[config.mk]
export PLATFORM = sky130hd
export DESIGN_NAME = cmp_counter_bank
export DESIGN_NICKNAME = d
export VERILOG_FILES = /design/src/rtl/cmp_counter_bank.sv
export SDC_FILE = /design/constraint.sdc
export NUM_CORES = 1
export LEC_CHECK = 0
export ABC_AREA = 1
export ABC_CLOCK_PERIOD_IN_PS = 2200
export CAP_MARGIN = 20
export CORE_MARGIN = 2
export CORE_UTILIZATION = 46
export DETAILED_ROUTE_END_ITERATION = 6
export PLACE_DENSITY = 0.82
export SYNTH_ARGS = -nofsm -noshare
export SYNTH_HDL_FRONTEND = slang
export SYNTH_SLANG_ARGS = --single-unit
[constraint.sdc]
create_clock -name clk_in -period 2.2 [get_ports clk_in]
set_clock_uncertainty 0.2 [all_clocks]
set_input_delay 0.44 -clock clk_in [delete_from_list [all_inputs] [get_ports clk_in]]
set_output_delay 0.44 -clock clk_in [all_outputs]
set_load 0.02 [all_outputs]
[src/rtl/cmp_counter_bank.sv]
// Multi-channel compare-and-count bank: each channel counts when its a/b compare
// holds under the shared mode, with terminal count (wrap or saturate), tc pulse and sticky ovf.
module cmp_counter_bank #(
    parameter int NUM_CH    = 4,
    parameter int DATA_W    = 6,
    parameter int CNT_W     = 5,
    parameter int MAX_COUNT = (1 << CNT_W) - 1,
    parameter bit SATURATE  = 1'b0
) (
    input  logic                       clk_in,
    input  logic                       rst_in,
    input  logic                       en_in,
    input  logic [1:0]                 mode_in,
    input  logic [NUM_CH*DATA_W-1:0]   a_in,
    input  logic [NUM_CH*DATA_W-1:0]   b_in,
    input  logic [NUM_CH-1:0]          clear_in,
    input  logic [NUM_CH-1:0]          load_in,
    input  logic [CNT_W-1:0]           load_val_in,
    output logic [NUM_CH*CNT_W-1:0]    c_out,
    output logic [NUM_CH-1:0]          tc_out,
    output logic [NUM_CH-1:0]          ovf_out
);

    localparam logic [1:0] MODE_LE   = 2'b00;
    localparam logic [1:0] MODE_GT   = 2'b01;
    localparam logic [1:0] MODE_EQ   = 2'b10;
    localparam logic [1:0] MODE_HOLD = 2'b11;

    localparam logic [CNT_W-1:0] MAX_C = CNT_W'(MAX_COUNT);

    if (MAX_COUNT < 1 || MAX_COUNT > (1 << CNT_W) - 1) begin : g_bad_max_count
        $error("cmp_counter_bank: MAX_COUNT %0d outside 1..%0d", MAX_COUNT, (1 << CNT_W) - 1);
    end

    // Load value clamped to the terminal count; no clamp needed when MAX_COUNT is full range.
    logic [CNT_W-1:0] load_clamped;
    if (MAX_COUNT == (1 << CNT_W) - 1) begin : g_no_clamp
        assign load_clamped = load_val_in;
    end else begin : g_clamp
        assign load_clamped = (load_val_in > MAX_C) ? MAX_C : load_val_in;
    end

    for (genvar ch = 0; ch < NUM_CH; ch++) begin : g_ch
        logic [DATA_W-1:0] a_val;
        logic [DATA_W-1:0] b_val;
        logic              hit;
        logic [CNT_W-1:0]  cnt_q, cnt_d;
        logic              tc_q, tc_d;
        logic              ovf_q, ovf_d;

        assign a_val = a_in[ch*DATA_W +: DATA_W];
        assign b_val = b_in[ch*DATA_W +: DATA_W];

        always_comb begin
            hit = 1'b0;
            case (mode_in)
                MODE_LE:   hit = (a_val <= b_val);
                MODE_GT:   hit = (a_val >  b_val);
                MODE_EQ:   hit = (a_val == b_val);
                MODE_HOLD: hit = 1'b0;
                default:   hit = 1'b0;
            endcase
        end

        always_comb begin
            cnt_d = cnt_q;
            tc_d  = 1'b0;
            ovf_d = ovf_q;
            if (clear_in[ch]) begin
                cnt_d = '0;
                ovf_d = 1'b0;
            end else if (load_in[ch]) begin
                cnt_d = load_clamped;
            end else if (en_in && hit) begin
                if (cnt_q == MAX_C) begin
                    cnt_d = SATURATE ? MAX_C : '0;
                    tc_d  = 1'b1;
                    ovf_d = 1'b1;
                end else begin
                    cnt_d = cnt_q + 1'b1;
                end
            end
        end

        always_ff @(posedge clk_in or posedge rst_in) begin
            if (rst_in) begin
                cnt_q <= '0;
                tc_q  <= 1'b0;
                ovf_q <= 1'b0;
            end else begin
                cnt_q <= cnt_d;
                tc_q  <= tc_d;
                ovf_q <= ovf_d;
            end
        end

        assign c_out[ch*CNT_W +: CNT_W] = cnt_q;
        assign tc_out[ch]               = tc_q;
        assign ovf_out[ch]              = ovf_q;
    end

endmodule

After elaboration in Yosys (flattened, before gate mapping)
Cells that the tools add are included.
- reductions and logical operators: 21
- add/sub/neg operators: 4
- order comparisons: 8
- muxes and demuxes: 52
- equality and inequality tests: 15
- operators by type and width (kind ; count):
    two-way mux 5 bit ; 16
    two-way mux 1 bit ; 32
    equality test 6 bit ; 4
    > comparator 6 bit ; 4
    less-or-equal comparator 6 bit ; 4
    adder 5 x 1 -> 5 bit (second input constant) ; 4
    equality test 5 bit (second input constant) ; 4
    case mux 1 bit (4 select lines) ; 4
    nonzero test 2 bit ; 8
    AND reduction 3 bit ; 4
    nonzero test 3 bit ; 4
    inequality test 2 bit (second input constant) ; 4
    equality test 2 bit (second input constant) ; 2
    logical AND 1 bit ; 4
    equality test 2 x 1 -> 1 bit (second input constant) ; 1
    zero test 2 bit ; 1
- logic and storage cells: 112
- bits in registers: 28
- output and inout port bits: 28
- input bits: 66

Depth between registers and ports, before layout
- depth after elaboration: 6
- gate-level depth with buffers: 13
- gate-level depth less buffers: 13

Worst setup path before layout
No wires, ideal clock.
- path type: register to register
- start: reg g_ch[2].cnt_q[0]
- end: reg g_ch[2].cnt_q[0]
- required time: 1.934 ns
- path buffers: 0
- period minus slack after synthesis: 1.833 ns
- setup slack: 0.367 ns
- data arrival time: 1.567 ns
- library setup time: 0.066 ns
- cell stages (with the launch flop): 10
- cells stage by stage: dfrtp_1 > ha_1 > nand2_1 > nor2_1 > ha_1 > inv_1 > nor2_1 > a2111oi_0 > nand2_1 > nand2_1
- longest elaborated chain between the ends: 5
- elaborated cells between the ends (all ways): 6
- those cells by class: add/sub: 1; eq/ne: 1; mux: 4
- ends and longest elaborated chain (item ; RTL line ; source):
    from (decl) ; 47 ; logic [CNT_W-1:0] cnt_q, cnt_d;
    from (signal assigned) ; 91 ; cnt_q <= cnt_d;
    adder 5 x 1 -> 5 bit or equality test 5 bit (tied branches) ; 80, 75 ;
    two-way mux 5 bit (*) ; 75 ; if (cnt_q == MAX_C) begin
    two-way mux 5 bit (*) ; 74 ; end else if (en_in && hit) begin
    two-way mux 5 bit (*) ; 72 ; end else if (load_in[ch]) begin
    two-way mux 5 bit (*) ; 69 ; if (clear_in[ch]) begin
Mark *: on every way between the ends. The rest lies on a longest branch, timed or not. The select of a mux whose other input is x is not followed.
A chain may end at the register's enable or synchronous reset.

Worst setup path after layout
- start: in b_in[23]
- end: reg g_ch[3].cnt_q[1]
- longest elaborated chain between the ends: 4
- elaborated cells between the ends (all ways): 6
- those cells by class: order compare: 2; eq/ne: 1; mux: 1; reduce/logical: 2
- ends and longest elaborated chain (item ; RTL line ; source):
    from (decl) ; 15 ; input logic [NUM_CH*DATA_W-1:0] b_in,
    > comparator 6 bit, or another cell as far along ; 58 ; MODE_GT: hit = (a_val > b_val);
    case mux 1 bit (4 select lines) (*) ; 56 ; case (mode_in)
    logical AND 1 bit (*) ; 74 ;
    nonzero test 3 bit (no line) (*) ; n/a ;
    to (signal assigned) ; 91 ;
    to (decl) ; 47 ;
Mark *: on every way between the ends. The rest lies on a longest branch, timed or not.

==> impl_metrics.yaml <==
status:
  status: "complete, no violations"
sta:
  period_needed_ns: 2.09
  final_hold_viol_count: 0
  relSlewSlack_pct: 66.9
  tightest_slew_ns: 0.494
  rsz0062_at_grt: "false"
  fin_crit_sh_pct: 95.0
  fmax_mhz: 478
  fin_tns_setup_ns: 0
  setup_viol: 0
  worst_slack_ns: 0.110
  maxSlewViolCount: 0
synth:
  yosys-top-cells-count: "nand2_1 (92), inv_1 (60), nor2_1 (41)"
  syn_area_um2: 2570
  syn_inst: 362
  synth_top_area_share_pct: 27.2
  synth_area_per_cell_um2: 7.11
  synth_ff_type: "dfrtp_1"
  synth_most_common_cell: "nand2_1"
  ys_warn_count: 0
  synth-edff-count: 0
  ys_types: 27
  syn_nets: 460
  seq_area_frac_synth_pct: 27.2
  yosys-top-cells-area: "dfrtp_1 (27%), ha_1 (16%), nand2_1 (13%)"
  synthArstFlopShare_pct: 100
  synth_seq_cells: 28
  synth_area_leader_cell: "dfrtp_1"
grt:
  grt_pass1_vias: 2418
  met2_usage_pct: 36.7
  gr-total-overflow: 0
  use_met1_pct: 26.1
  grt_antenna_before_repair: 0
  use_met3_pct: 2.95
  grt_busiest_layer: "met2"
  grt_pass1_wl_um: 10400
  grt_max_degree: 29
  grt.total_usage_pct: 20.2
critical_path:
  timing.critical_path.from: "b_in[23]"
  r2r_start: "g_ch[2].cnt_q[0]"
  slowest_delay_ns: 0.46
  cp-start-kind: "input pin"
  path_class: "in2reg"
  cp.required_ns: 2.22
  end_kind: "register"
  crit_buf_inv: 2
  cp_slowest_cell: "clkdlybuf4s50_1"
  critical_path.top_delay_family: "simple AND/OR/NAND/NOR gates"
  critPathMaxFanout: 8
  path_cells: "clkdlybuf4s50_1 -> inv_1 -> ha_4 -> nand2_2 -> nor2_4 -> nand3_4 -> a21oi_4 -> nand3_4 -> nand2_4 -> nand2_1 -> nand2_1"
  arrival_ns: 2.11
cts:
  cts_tree: "yes"
  clockBufferDepth: 2
  cts_made_buffers: 3
  cts.htree.levels: 1
  hold_buffers: 0
  root_buffer: "clkbuf_8"
  clk_pin_slew_ns: 0.10
  cts_setup_buffers: 0
  clk-insertion-delay-late_ns: 0.27
  cts-resized-gates: 0
  clock-sinks: 28
layout:
  diodes: 0
  post-route-util_pct: 68.5
  nFillCells: 454
  fin_nets: 557
  finalNonFillerCells: 530
  layout-drive-gt1-share_pct: 9.83
  area_delta_synth_final_pct: 44.8
routing:
  wire_per_inst_um: 11.7
  routed_wl_um: 6220
  via_count: 2591
  vias_per_cell: 4.89
  drt_pre_antenna_iters: 4
  drt_iter0_markers: 231
  ant_nets: 0
  drc: 0
die:
  coreArea_um2: 5440
  start_util_pct: 47.3
  io_pins: 94
  die_h_um: 78.8
  core.rowCount: 27
  fp.dieW_um: 78.8
  die-area_um2: 6210
placed_design:
  place_ws_ns: -0.205
  dp_cells: 526
  port_buffers: 93
  dp_hpwl_um: 5030
  place_congestion: 0.882
power:
  power.density_nw_per_um2: 434
  peakVddDrop_mv: 0.305
  leakagePower_nw: 1.84
hold_path:
  hold_class: "reg2reg"
  hp-start: "g_ch[1].ovf_q"
flow_run:
  drv_cap: 0
per-stage QoR:
stage	hold WS, ns	total power [mW]	area [µm²]
2_1_floorplan	0.260	0.920	2570
3_3_place_gp	0.281	1.19	3590
3_5_place_dp	0.278	1.21	3590
4_1_cts	0.303	1.61	3660
5_1_grt	0.325	1.73	3730
6_report	0.295	1.62	3730
layout by cell type (no fill, tap or decap), drive strengths merged:
| master | netlist | final |
|---|---|---|
| a2111oi | 3 | 3 |
| xnor2 | 2 | 2 |
| and3 | 1 | 1 |
| inv | 60 | 60 |
| o211ai | 3 | 3 |
| or2 | 2 | 2 |
| a211oi | 1 | 1 |
| buf | 8 | 7 |
| ha | 32 | 32 |
| clkbuf | 0 | 3 |
| nand3 | 41 | 41 |
| nand2 | 100 | 100 |
| nor3 | 4 | 4 |
| nor2 | 45 | 45 |
| a31oi | 1 | 1 |
| clkdlybuf4s50 | 0 | 93 |
| o21ai | 16 | 16 |
| o22ai | 1 | 1 |
| bufinv | 0 | 1 |
| dfrtp | 28 | 28 |
| a21oi | 14 | 14 |
registers in the layout, summed over array words and instances, names as in the netlist:
name,count
g_ch.cnt_q,20
g_ch.ovf_q,4
g_ch.tc_q,4
path summary, 6_finish.rpt:
check,slack (ns),endpoint,depth (start not counted)
hold reg to reg,0.29,g_ch[1].ovf_q,2
min in group asynchronous,0.32,g_ch[2].cnt_q[0],3
hold / removal,0.29,g_ch[1].ovf_q,2
setup reg to reg,0.32,g_ch[2].cnt_q[0],9
max in group asynchronous,1.22,g_ch[3].ovf_q,3
setup / recovery,0.11,g_ch[3].cnt_q[1],11
kinds of logic after synthesis:
family                     after synthesis  share of synthesized area [%]
xor gates and xnor gates                 2                          0.681
AOI/OAI and AO/OA                       39                           9.38
DFF                                     28                           27.2
and+or+nand+nor                        193                           36.1
buffers and inverters                   68                           11.1
adders and majority gates               32                           15.6
worst reg2reg max path: stages (launching register included):
cell and delay, ns:
dfrtp_1 0.44, ha_1 0.25, nand2_1 0.08, nor2_1 0.04, ha_1 0.16, inv_1 0.09, nor2_1 0.07, a2111oi_0 0.35
nand2_1 0.09, nand2_1 0.06
per-layer routing:
| layer | part of all wire, % | wire length (µm) |
|---|---|---|
| met2 | 50 | 3090 |
| met4 | 0.96 | 60 |
| met1 | 44 | 2740 |
| met3 | 5.3 | 331 |
| met5 | 0 | 0 |
where the power goes:
group | leakage, nW | switching, mW | internal, mW
Combinational | 1.44 | 0.306 | 0.306
Clock | 0.0357 | 0.162 | 0.244
Sequential | 0.371 | 0.0480 | 0.552
Total | 1.84 | 0.516 | 1.10
area by class of cell:
class | count | area, µm² | share of cell area (%)
well taps | 72 | 90.1 | 2.42
flip-flops and latches | 28 | 701 | 18.8
clock buffers | 3 | 41.3 | 1.11
multi-input cells | 266 | 1660 | 44.4
repair buffers | 100 | 983 | 26.4
inverters | 60 | 225 | 6.04
clock inverters | 1 | 30.0 | 0.806
No activity file was read; power rests on OpenSTA's default activity.
